### src/rtl/dec_counter_pkg.sv
// Shared definitions for the loadable down-counter: state encoding and default width.
package dec_counter_pkg;

    localparam int DATAWIDTH_DEFAULT = 32;

    typedef enum logic [1:0] {
        IDLE = 2'd0,
        RUN  = 2'd1,
        DONE = 2'd2
    } state_t;

endpackage : dec_counter_pkg

### src/rtl/dec_counter.sv
// Loadable down-counter with valid/ready start handshake, pause, abort and a
// one-cycle completion pulse. All outputs decode from registered state.
module dec_counter
    import dec_counter_pkg::*;
#(
    parameter int DATAWIDTH = DATAWIDTH_DEFAULT
) (
    input  logic                 Clk,
    input  logic                 Rst,
    input  logic                 load_valid,
    output logic                 load_ready,
    input  logic [DATAWIDTH-1:0] load_val,
    input  logic                 en,
    input  logic                 abort,
    output logic [DATAWIDTH-1:0] q,
    output logic                 busy,
    output logic                 done
);

    localparam logic [DATAWIDTH-1:0] CNT_ZERO = {DATAWIDTH{1'b0}};
    localparam logic [DATAWIDTH-1:0] CNT_ONE  = {{(DATAWIDTH-1){1'b0}}, 1'b1};

    state_t                state_q;
    state_t                state_d;
    logic [DATAWIDTH-1:0]  cnt_q;
    logic [DATAWIDTH-1:0]  cnt_d;
    logic                  cnt_last_s;

    // A count of one (or a defensive zero) finishes on this edge instead of wrapping.
    assign cnt_last_s = (cnt_q <= CNT_ONE);

    // Next-state and next-count selection.
    always_comb begin
        state_d = state_q;
        cnt_d   = cnt_q;
        case (state_q)
            IDLE: begin
                if (load_valid) begin
                    cnt_d   = load_val;
                    state_d = (load_val == CNT_ZERO) ? DONE : RUN;
                end else begin
                    state_d = IDLE;
                end
            end
            RUN: begin
                if (abort) begin
                    state_d = IDLE;
                end else if (en) begin
                    if (cnt_last_s) begin
                        cnt_d   = CNT_ZERO;
                        state_d = DONE;
                    end else begin
                        cnt_d   = cnt_q - CNT_ONE;
                    end
                end else begin
                    state_d = RUN;
                end
            end
            DONE: begin
                cnt_d   = CNT_ZERO;
                state_d = IDLE;
            end
            default: begin
                cnt_d   = CNT_ZERO;
                state_d = IDLE;
            end
        endcase
    end

    // State and count registers.
    always_ff @(posedge Clk or negedge Rst) begin
        if (!Rst) begin
            state_q <= IDLE;
            cnt_q   <= CNT_ZERO;
        end else begin
            state_q <= state_d;
            cnt_q   <= cnt_d;
        end
    end

    assign q          = cnt_q;
    assign busy       = (state_q != IDLE);
    assign done       = (state_q == DONE);
    assign load_ready = (state_q == IDLE);

endmodule : dec_counter

### config.mk
export PLATFORM = sky130hd
export DESIGN_NAME = dec_counter
export DESIGN_NICKNAME = d
export VERILOG_FILES = /design/src/rtl/dec_counter_pkg.sv /design/src/rtl/dec_counter.sv
export SDC_FILE = /design/constraint.sdc
export NUM_CORES = 1
export LEC_CHECK = 0
export BUFFER_PORTS_ARGS = -buffer_cell sky130_fd_sc_hd__buf_2
export CORE_MARGIN = 5
export CORE_UTILIZATION = 40
export DETAILED_ROUTE_END_ITERATION = 16
export GPL_TIMING_DRIVEN = 0
export PLACE_DENSITY_LB_ADDON = 0.1
export RECOVER_POWER = 25
export SLEW_MARGIN = 20
export SYNTH_ARGS = -nofsm -noshare
export SYNTH_HDL_FRONTEND = slang
export SYNTH_SLANG_ARGS = --single-unit
### constraint.sdc
create_clock -name Clk -period 6.15 [get_ports Clk]
set_input_delay 0.3075 -clock Clk [delete_from_list [all_inputs] [get_ports Clk]]
set_output_delay 0.3075 -clock Clk [all_outputs]
set_load 0.01 [all_outputs]
## Word-level counts from Yosys, hierarchy flattened

Index checks and enable logic that the tools add are counted.

| storage, ports and cells | value |
|---|---|
| bits in registers | 34 |
| bits of input ports | 37 |
| output and inout bits | 35 |
| logic and storage cells | 25 |

| operators by class | value |
|---|---|
| add/subtract/negate cells | 1 |
| order comparisons | 1 |
| eq/ne operators | 6 |
| multiplexer cells | 11 |
| reductions and logical operators | 4 |

Operators by type and width:

| operator | number |
|---|---|
| $mux W32 | 4 |
| $pmux W32 S2 | 1 |
| $le A32 B1 Y1 const B | 1 |
| $logic_not A32 Y1 | 1 |
| $sub A32 B1 Y32 const B | 1 |
| $mux W2 | 5 |
| $ne A2 B2 Y1 const B | 3 |
| $ne A4 B4 Y1 const B | 1 |
| $pmux W2 S2 | 1 |
| $reduce_and A3 Y1 | 1 |
| $eq A2 B1 Y1 const B | 1 |
| $eq A2 B2 Y1 const B | 1 |
| $logic_not A2 Y1 | 1 |
| $reduce_bool A2 Y1 | 1 |

## Longest topological paths before layout

Gate-level depths: netlist of run 1.

| logic depth | value |
|---|---|
| word-level depth | 5 |
| depth in mapped cells | 8 |
| mapped depth without buffers | 7 |

## Worst setup path before layout of run 1

OpenSTA, ideal clock, no wires.

| path | value |
|---|---|
| path kind | register to register |
| start | reg cnt_q[0], in the netlist q[0] |
| end | reg cnt_q[24], in the netlist q[24] |
| setup time | 0.121 ns |
| arrival time | 2.108 ns |
| data required time | 6.029 ns |
| setup slack | 3.921 ns |
| stages on the path, launching flop included | 9 |
| clock period less this slack | 2.229 ns |
| cells stage by stage | dfrtp_1 inv_1 ha_1 or4b_1 clkbuf_1 nor4_4 nand3_1 a21o_1 a22o_1 |

| on the way | value |
|---|---|
| longest elaborated chain between the ends | 5 |
| elaborated cells between the ends (all ways) | 6 |
| classes of those cells | add/sub: 1; order compare: 1; mux: 4 |

RTL lines:

| what | line | RTL |
|---|---|---|
| start, declared | dec_counter.sv:25 | `logic [DATAWIDTH-1:0] cnt_q;` |
| start signal, assigned | dec_counter.sv:77 | `cnt_q <= cnt_d;` |
| $sub A32 B1 Y32 or $le A32 B1 Y1 (tied branches) | dec_counter.sv:53, dec_counter.sv:30 |  |
| $mux W32 (*) | dec_counter.sv:49 | `if (cnt_last_s) begin` |
| $mux W32 (*) | dec_counter.sv:48 | `end else if (en) begin` |
| $mux W32 (*) | dec_counter.sv:46 | `if (abort) begin` |
| $pmux W32 S2 (*) | dec_counter.sv:36 | `case (state_q)` |

Every way passes the cells marked *; elsewhere a longest branch is shown, timed or not. The select of a mux whose other input is x is not followed.
A chain may end at the register's enable or synchronous reset.

## Worst setup path in the final report of run 1

| path | value |
|---|---|
| start | reg cnt_q[0], in the netlist q[0] |
| end | reg cnt_q[28], in the netlist q[28] |

The elaborated chain is that of the path after synthesis.

==> reports/qor.csv, run 1 <==
metric,value,unit
"FF+latch count, synth",34,
cts bufs inserted,5,
syn_area_per_cell,8.60,sq um
port buffer count,71,
Final setup viols,0,
"Max FO, Critical Path",8,
grt ovf,0,
share of cells above drive strength 1,0.253,
Tmin final,2.93,ns
fillers,628,
"Data required, critical path",6.29,ns
yosys warns,0,
RSZ-0062 raised after global routing,no,
First-pass DRT Iterations,5,
min-delay worst type,in2reg,
period utilization,0.476,
Clock Tree Root,clkbuf_8,
DRC,0,
Die H,88.3,um
asr flop ratio synth,1.00,
post-route worst setup slack,3.22,ns
arrival time worst endpoint,3.07,ns
number of flops mapped to enable cells by yosys,0,
status,finished with violations,
Clock Skew,0.00675,ns
die span in x,88.3,um
FF+latch area,851,sq um
nets@finish,402,
Initial DRC Count,316,
routability cong.,0.917,
DR vias,2865,
I/O pins,72,
largest net degree at the start of global routing,35,
final core utilization,0.502,
all-layer global routing usage,0.249,
Post-DRT Antenna Nets,0,
fin cells,439,
first-pass GRT wire length,14900,um
Setup crit start kind,register,
Clock H-tree levels,2,
Worst setup EP type,register,
library cells used by synthesis,58,
Core Region,5960,sq um
vias in the first global route,2741,
die area,7790,sq um
Post-Syn Area,2450,sq um
via/cell ratio,6.53,
Multi-input gate area,1500,sq um
max-slew violations,35,
clock sinks,34,
Worst-Margin Slew,1.91,ns
setup TNS,0,ns
max-cap viol count,1,
"Area growth, synth to finish",22.0,%
Setup WS pre-CTS,3.33,ns
critical path class,reg2reg,
cts hold-fix bufs,0,
# rows,28,
dpl cells,431,
fmax,0.342,GHz
number of diodes,0,
post-synthesis sequential area ratio,0.347,
Fin Hold WS,0.246,ns
Syn Nets,324,
failing checks,"max-capacitance violations, max-slew violations",
Clock Pin Slew Worst Setup and Hold Paths,0.07,ns
final hold violation count,0,
Slew HR,-0.273,
WL per Instance,21.3,um
overall power,1.04,mW
Setup Buffers After CTS,0,
Detailed Place HPWL,6880,um
deepest clock path buffer count,2,
initial antenna violation count,0,
P_leak,1.21,nW
CTS tree,done,
placed cell area,2900,sq um
fin area,2990,sq um
Clock Latency Late Sink,0.29,ns
DRT Wirelength,9330,um
Cells after Synth,285,
P per Cell Area,347,nW/um^2
post-cts resize count,0,
Initial Utilization,0.411,
Synth Flop Type,dfrtp_1,
VDD IR max,0.150,mV
==> layer usage <==
metal	global-route usage	part of all wire	routed length, um	up-vias
met1	0.349	0.44	4080	1389
li1	-	-	-	1299
met4	0.0659	0.015	138	0
met3	0.0400	0.083	776	14
met2	0.400	0.46	4330	163
met5	0	0	0	-
==> registers in the layout, indices dropped and copies added (netlist names) <==
signal   count
state_q      2
q           32
==> path summary, 6_finish.rpt <==
| check | end | depth (start not counted) | slack, ns | startpoint |
|---|---|---|---|---|
| max reg2reg | q[28] | 7 | 3.22 | q[0] |
| min | q[4] | 3 | 0.25 | load_val[4] |
| max | q[28] | 7 | 3.22 | q[0] |
| min in group asynchronous | q[15] | 1 | 0.54 | Rst |
| min reg2reg | q[19] | 1 | 0.54 | q[19] |
| max in group asynchronous | q[5] | 1 | 4.52 | Rst |
==> cells in the final DEF, fill, tap and decap left out, drive strengths merged, types with 3 or more instances in the layout <==
cell type | Yosys | routed
or3 | 7 | 7
nor2 | 17 | 17
inv | 9 | 9
nor4 | 23 | 23
o311ai | 10 | 10
nor3 | 11 | 11
a32oi | 3 | 3
o211ai | 3 | 3
o2bb2ai | 3 | 3
or4 | 6 | 6
buf | 5 | 75
nand3 | 14 | 14
o31ai | 5 | 5
dfrtp | 34 | 34
o21ai | 13 | 13
a22o | 4 | 4
nand2 | 32 | 32
and2 | 5 | 5
clkbuf | 9 | 17
a22oi | 4 | 4
a21o | 3 | 3
and3 | 7 | 7
a21oi | 14 | 14
o22ai | 4 | 4
a221o | 5 | 5
nand4 | 9 | 9
==> cells in the mapped netlist (2+ instances only) <==
cell type  instances  area, sq um
nor4_2             2         25.0
a221o_1            5         50.1
a22o_1             4         35.0
o2111ai_1          2         17.5
or4_1              5         37.5
nand3_1           14         70.1
nor3_1            10         50.1
a21oi_1           14         70.1
o311ai_0           3         26.3
and3_1             7         43.8
clkbuf_1           9         33.8
a22oi_1            4         30.0
o2bb2ai_1          3         26.3
nand3b_1           2         15.0
and2_1             5         31.3
o311a_1            2         20.0
nand4_1            8         50.1
a32oi_1            3         26.3
nor4_4             3         63.8
ha_1               2         25.0
nand2_1           31          116
a21o_1             3         22.5
nor2_1            17         63.8
buf_2              2         10.0
o22ai_1            4         25.0
inv_1              9         33.8
dfrtp_1           34          851
o211ai_1           3         22.5
o311ai_1           7         61.3
o41ai_1            2         17.5
o21ai_1            8         40.0
or3_1              7         43.8
o31ai_1            4         30.0
nor4_1            18          113
o21ai_0            5         25.0
nor2b_1            2         12.5
==> critical path: stages, from the launching register on <==
cell      delay (ns)
dfrtp_1         0.47
inv_1           0.09
ha_1            0.27
nor4b_1         0.79
nand4_1         0.34
or4_1           0.52
o211ai_1        0.19
o22ai_1         0.12
==> kinds of logic after synthesis <==
| logic type | after synthesis | share of synthesized area |
|---|---|---|
| AOI/OAI and AO/OA | 84 | 0.257 |
| buffers and inverters | 23 | 0.0409 |
| adders and majority gates | 2 | 0.0102 |
| DFF | 34 | 0.347 |
| and+or+nand+nor | 142 | 0.344 |
==> area by class of cell <==
class	instances	share of cell area
buffer	14	0.0222
clock buffer	7	0.0289
clock inverter	1	0.00167
inverter	9	0.0113
multi-input combinational	228	0.501
sequential	34	0.285
tap	75	0.0314
timing repair buffer	71	0.118
==> power breakdown <==
part	switching, mW	internal [mW]
Sequential	0.138	0.298
Combinational	0.248	0.177
Clock	0.0876	0.0905
(Power assumes the default switching activity.)
==> run 2, diff against run 1 <==
==> constraint.sdc (replaced) <==
create_clock -name Clk -period 2.93 [get_ports Clk]
set_input_delay 0.1465 -clock Clk [delete_from_list [all_inputs] [get_ports Clk]]
set_output_delay 0.1465 -clock Clk [all_outputs]
set_load 0.01 [all_outputs]
==> run 2 against run 1 <==
Net effect: the flow now finishes without violations; total power grew 110%; register-to-register slack lost 2.9 ns; routed wire length grew 0.58%; clock skew grew 0.00072 ns; clock power grew 110%; combinational power grew 100%; non-clock buffer count grew 1; design area shrank 0.29%; setup slack lost 2.9 ns; fmax grew 14%; die area is the same; critical path type unchanged; largest cell class unchanged.
==> reports/qor.csv, run 2 (synthesis gave the netlist of run 1 again) <==
metric,value,unit,change
most frequent cells in the layout,"buf_2 (48), clkbuf_1 (35), dfrtp_1 (34)",,
hold path depth,3,,unchanged
hold path endpoint,q[4],,
critical path class,reg2reg,,
DRT Wirelength,9380,um,+0.58%
grt ovf,0,,unchanged
share of cells above drive strength 1,0.192,,-0.0610
Slew HR,0.457,,+0.730
worst reg2reg path depth,8,,+1
DRC,0,,unchanged
number of diodes,0,,unchanged
DR vias,2857,,-0.28%
Worst path slowest cell,dfrtp_1,,
Clock Latency Late Sink,0.29,ns,about the same
P per Cell Area,725,nW/um^2,+110%
placed cell area,2900,sq um,unchanged
"Area growth, synth to finish",21.7,%,
number of flip-flops in the largest register,32,,unchanged
max-cap viol count,0,,-1
Die H,88.3,um,unchanged
final core utilization,0.500,,-0.00147
initial antenna violation count,0,,unchanged
vias in the first global route,2741,,unchanged
Tmin final,2.57,ns,-0.356 ns
I/O pins,72,,unchanged
CP Cell Sequence,inv_1 -> ha_1 -> or4b_1 -> clkbuf_1 -> nor4_4 -> nand3_1 -> a21o_1 -> a22o_1,,
min-delay worst type,in2reg,,
all-layer global routing usage,0.249,,unchanged
Worst-Margin Slew,0.814,ns,-1.09 ns
RSZ-0062 raised after global routing,no,,
fin cells,440,,+0.23%
Worst R2R Start,q[0],,
setup TNS,0,ns,unchanged
port buffer count,71,,unchanged
nets@finish,403,,+0.25%
Post-DRT Antenna Nets,0,,unchanged
Setup Buffers After CTS,0,,unchanged
cts bufs inserted,5,,unchanged
WL per Instance,21.3,um,+0.35%
P_leak,1.15,nW,-4.8%
deepest clock path buffer count,2,,unchanged
"Data required, critical path",3.11,ns,-3.18 ns
"Max FO, Critical Path",8,,unchanged
"commonest non-fill, non-tap cell in the layout",buf_2,,
fin area,2980,sq um,-0.29%
die span in x,88.3,um,unchanged
max-slew violations,0,,-100%
Core Region,5960,sq um,unchanged
clock sinks,34,,unchanged
Detailed Place HPWL,6880,um,unchanged
RR Endpoint,q[24],,
Clock H-tree levels,2,,unchanged
CTS tree,done,,
via/cell ratio,6.49,,-0.51%
first-pass GRT wire length,14900,um,unchanged
# rows,28,,unchanged
status,"finished, final reports clean",,
R2R Setup Slk,0.36,ns,-2.86 ns
Clock Skew,0.00747,ns,+0.000717 ns
largest net degree at the start of global routing,35,,unchanged
Initial DRC Count,271,,-14%
hold path start,load_val[4],,
VDD IR max,0.315,mV,+110%
fmax,0.389,GHz,+14%
First-pass DRT Iterations,5,,unchanged
Worst setup EP type,register,,
dpl cells,431,,unchanged
Setup crit start kind,register,,
die area,7790,sq um,unchanged
Clock Pin Slew Worst Setup and Hold Paths,0.08,ns,about the same
period utilization,0.877,,+0.401
critical path's largest stage delay,0.46,ns,-0.33 ns
final hold violation count,0,,unchanged
Clock Tree Root,clkbuf_8,,
Initial Utilization,0.411,,unchanged
arrival time worst endpoint,2.75,ns,-0.32 ns
routability cong.,0.917,,unchanged
Final setup viols,0,,unchanged
## run 2: cell count changes in the layout (fill, tap and decap cells not counted), sizes merged
| cell | before | now |
|---|---|---|
| dlygate4sd3 | 0 | 1 |
| clkbuf | 17 | 41 |
| buf | 75 | 51 |
## run 2: per-layer routing
metal  part of all wire  up-vias  wire [um]  track usage
met2               0.47      140       4390        0.400
met4              0.015        0        137       0.0659
met3              0.073       13        683       0.0400
met5                  0        -          0            0
li1                   -     1300          -            -
met1               0.44     1404       4170        0.349
## run 2: what timing repair did
item                       4_1_cts  5_1_grt
setup endpoints to repair        0        4
gates resized for setup          0        2
hold endpoints to repair        34        0
hold buffers                     1        0
## run 2: critical path: cells and delay by family (launching register included)
family	cells	cell delay, ns
compound gates	2	0.41
fa+ha+maj	1	0.27
buf+inv	2	0.36
flops	1	0.46
simple gates	3	0.97
## run 2: through the flow
stage | setup WS (ns) | total power [mW] | hold WS, ns
2_1_floorplan | 0.701 | 1.40 | -0.149
3_3_place_gp | 0.173 | 1.78 | 0.273
3_5_place_dp | 0.111 | 1.80 | 0.284
4_1_cts | 0.0844 | 2.18 | 0.0825
5_1_grt | 0.147 | 2.30 | 0.0965
6_report | 0.359 | 2.16 | 0.0853
## run 2: cell type report
class                      instances  area (sq um)
clock buffer                       7          86.3
multi-input combinational        228          1510
timing repair buffer              72           334
buffer                            14          66.3
inverter                           9          33.8
fill                             637          2980
clock inverter                     1          5.00
tap                               75          93.8
sequential                        34           851
## run 2: worst max path at each step
| stage | startpoint | depth (start not counted) | slack [ns] | endpoint |
|---|---|---|---|---|
| finish | q[0] | 8 | 0.36 | q[24] |
| global route | q[0] | 8 | 0.15 | q[24] |
| CTS | q[0] | 7 | 0.08 | q[28] |
| detailed placement | q[0] | 7 | 0.11 | q[28] |
| global placement | q[0] | 7 | 0.17 | q[28] |
| floorplan | q[0] | 8 | 0.70 | q[24] |
## run 2: power by group
part	internal [mW]	switching [mW]	leakage [nW]	total, mW
registers	0.625	0.295	0.400	0.920
logic	0.342	0.521	0.705	0.863
clock network	0.190	0.188	0.0482	0.378
total	1.16	1.00	1.15	2.16
==> run 3, diff against run 2 <==
--- a/config.mk
+++ b/config.mk
@@ -6,9 +6,12 @@
 export NUM_CORES = 1
 export LEC_CHECK = 0
 export BUFFER_PORTS_ARGS = -buffer_cell sky130_fd_sc_hd__buf_2
+export CORE_ASPECT_RATIO = 1.1
 export CORE_MARGIN = 5
 export CORE_UTILIZATION = 40
+export CTS_BUF_LIST = sky130_fd_sc_hd__clkbuf_8 sky130_fd_sc_hd__clkbuf_16
 export DETAILED_ROUTE_END_ITERATION = 16
+export GPL_ROUTABILITY_DRIVEN = 1
 export GPL_TIMING_DRIVEN = 0
 export PLACE_DENSITY_LB_ADDON = 0.1
 export RECOVER_POWER = 25
==> run 3 against run 2 <==
Net effect: register-to-register slack got worse by 0.33 ns; critical path depth fell by 1; setup slack got worse by 0.33 ns; non-clock buffer count did not move; fmax fell by 11%; clock power rose by 17%; first-iteration DRC count fell by 28%; utilization fell by 0.82 points; global-route usage fell by 0.65 points; hold slack improved by 0.00053 ns; sequential share of layout area fell by 0.12 points; critical path type unchanged.
==> reports/qor.csv, run 3 (synthesis gave the netlist of run 1 again) <==
metric,value,unit,change
status,"finished, final reports clean",,
clock sinks,34,,unchanged
fillers,667,,+4.7%
Tmin final,2.90,ns,+0.330 ns
max-cap viol count,0,,unchanged
post-cts resize count,0,,unchanged
fmax,0.345,GHz,-11%
Detailed Place HPWL,6750,um,-1.8%
hold path endpoint,state_q[0],,
fin area,2990,sq um,+0.42%
most frequent cells in the layout,"buf_2 (48), clkbuf_1 (34), dfrtp_1 (34)",,
nets@finish,403,,unchanged
Post-DRT Antenna Nets,0,,unchanged
Clock Tree Root,clkbuf_8,,
P_leak,1.16,nW,+0.54%
FF+latch area,851,sq um,unchanged
all-layer global routing usage,0.242,,-0.00650
P per Cell Area,746,nW/um^2,+2.8%
Clock Latency Late Sink,0.30,ns,about the same
share of cells above drive strength 1,0.189,,-0.00274
initial antenna violation count,0,,unchanged
Core Region,6080,sq um,+2.1%
hold path depth,2,,-1
worst reg2reg path depth,7,,-1
# rows,30,,+7.1%
cts hold-fix bufs,1,,unchanged
Initial Utilization,0.403,,-0.00846
post-route worst setup slack,0.0299,ns,-0.330 ns
Worst-Margin Slew,0.939,ns,+0.125 ns
first-pass GRT wire length,15000,um,+0.79%
via/cell ratio,6.50,,+0.16%
Setup WS pre-CTS,0.202,ns,+0.0913 ns
RSZ-0062 raised after global routing,no,,
R2R Setup Slk,0.03,ns,-0.33 ns
vias in the first global route,2795,,+2.0%
die span in x,84.6,um,-4.1%
setup TNS,0,ns,unchanged
critical path class,reg2reg,,
largest net degree at the start of global routing,35,,unchanged
routability cong.,0.894,,-2.6%
Slew HR,0.365,,-0.0921
"Data required, critical path",3.08,ns,-0.03 ns
Clock H-tree levels,2,,unchanged
Final setup viols,0,,unchanged
"commonest non-fill, non-tap cell in the layout",buf_2,,
RR Endpoint,q[28],,
number of diodes,0,,unchanged
"Area growth, synth to finish",22.2,%,
Setup Buffers After CTS,0,,unchanged
final hold violation count,0,,unchanged
"Max FO, Critical Path",8,,unchanged
Worst R2R Start,q[0],,
placed cell area,2910,sq um,+0.22%
WL per Instance,21.2,um,-0.61%
First-pass DRT Iterations,5,,unchanged
number of flip-flops in the largest register,32,,unchanged
Worst setup EP type,register,,
Setup crit start kind,register,,
port buffer count,71,,unchanged
arrival time worst endpoint,3.05,ns,+0.30 ns
DR vias,2894,,+1.3%
Clock Pin Slew Worst Setup and Hold Paths,0.07,ns,about the same
deepest clock path buffer count,2,,unchanged
DRC,0,,unchanged
grt ovf,0,,unchanged
overall power,2.23,mW,+3.3%
I/O pins,72,,unchanged
die area,7790,sq um,about the same
min-delay worst type,in2reg,,
VDD IR max,0.302,mV,-4.2%
period utilization,0.990,,+0.112
Multi-input gate area,1500,sq um,-0.75%
Die H,92.1,um,+4.3%
max-slew violations,0,,unchanged
Initial DRC Count,195,,-28%
cts bufs inserted,5,,unchanged
DRT Wirelength,9430,um,+0.52%
final core utilization,0.492,,-0.00824
CTS tree,done,,
hold path start,abort,,
Clock Skew,0.00767,ns,+0.000201 ns
[run 3: changes by cell type in the layout (fill, tap and decap cells not counted), sizes merged]
cell	change
bufinv	+1
clkbuf	-2
clkinv	+1
[run 3: worst max path at each step]
stage	from	slack, ns	depth (start not counted)	end
2_1_floorplan	q[0]	0.70	8	q[24]
3_3_place_gp	q[0]	0.21	7	q[28]
3_5_place_dp	q[0]	0.20	7	q[28]
4_1_cts	q[0]	0.17	7	q[28]
5_1_grt	q[0]	0.009	7	q[28]
6_report	q[0]	0.03	7	q[28]
[run 3: power by group]
group          internal [mW]  leakage [nW]  switching [mW]  total [mW]
registers              0.625         0.400           0.300       0.925
clock network          0.251        0.0579           0.193       0.444
logic                  0.340         0.701           0.523       0.863
total                   1.22          1.16            1.02        2.23
[run 3: worst max-delay path, cell delays in order (launching register included)]
cell and delay [ns]:
dfrtp_1 0.47, inv_1 0.09, ha_1 0.27, nor4b_1 0.79, nand4_1 0.31, or4_1 0.52, o211ai_1 0.19, o22ai_1 0.11
[run 3: cell type report]
| class | count | share of cell area |
|---|---|---|
| inverter | 9 | 0.0113 |
| multi-input combinational | 228 | 0.501 |
| clock inverter | 3 | 0.0134 |
| tap | 80 | 0.0334 |
| clock buffer | 5 | 0.0230 |
| sequential | 34 | 0.284 |
| timing repair buffer | 72 | 0.112 |
| buffer | 14 | 0.0222 |
[run 3: metrics by stage]
stage / hold WS, ns / instances
2_1_floorplan: -0.149 / 285
3_3_place_gp: 0.281 / 436
3_5_place_dp: 0.286 / 436
4_1_cts: 0.0830 / 445
5_1_grt: 0.101 / 445
6_report: 0.0859 / 445
[run 3: layer usage]
metal  global-route usage  part of all wire  vias up
met4                0.103             0.028        0
met3               0.0359             0.081       27
met5                    0                 0        -
met2                0.371              0.45      172
met1                0.339              0.44     1399
li1                     -                 -     1296
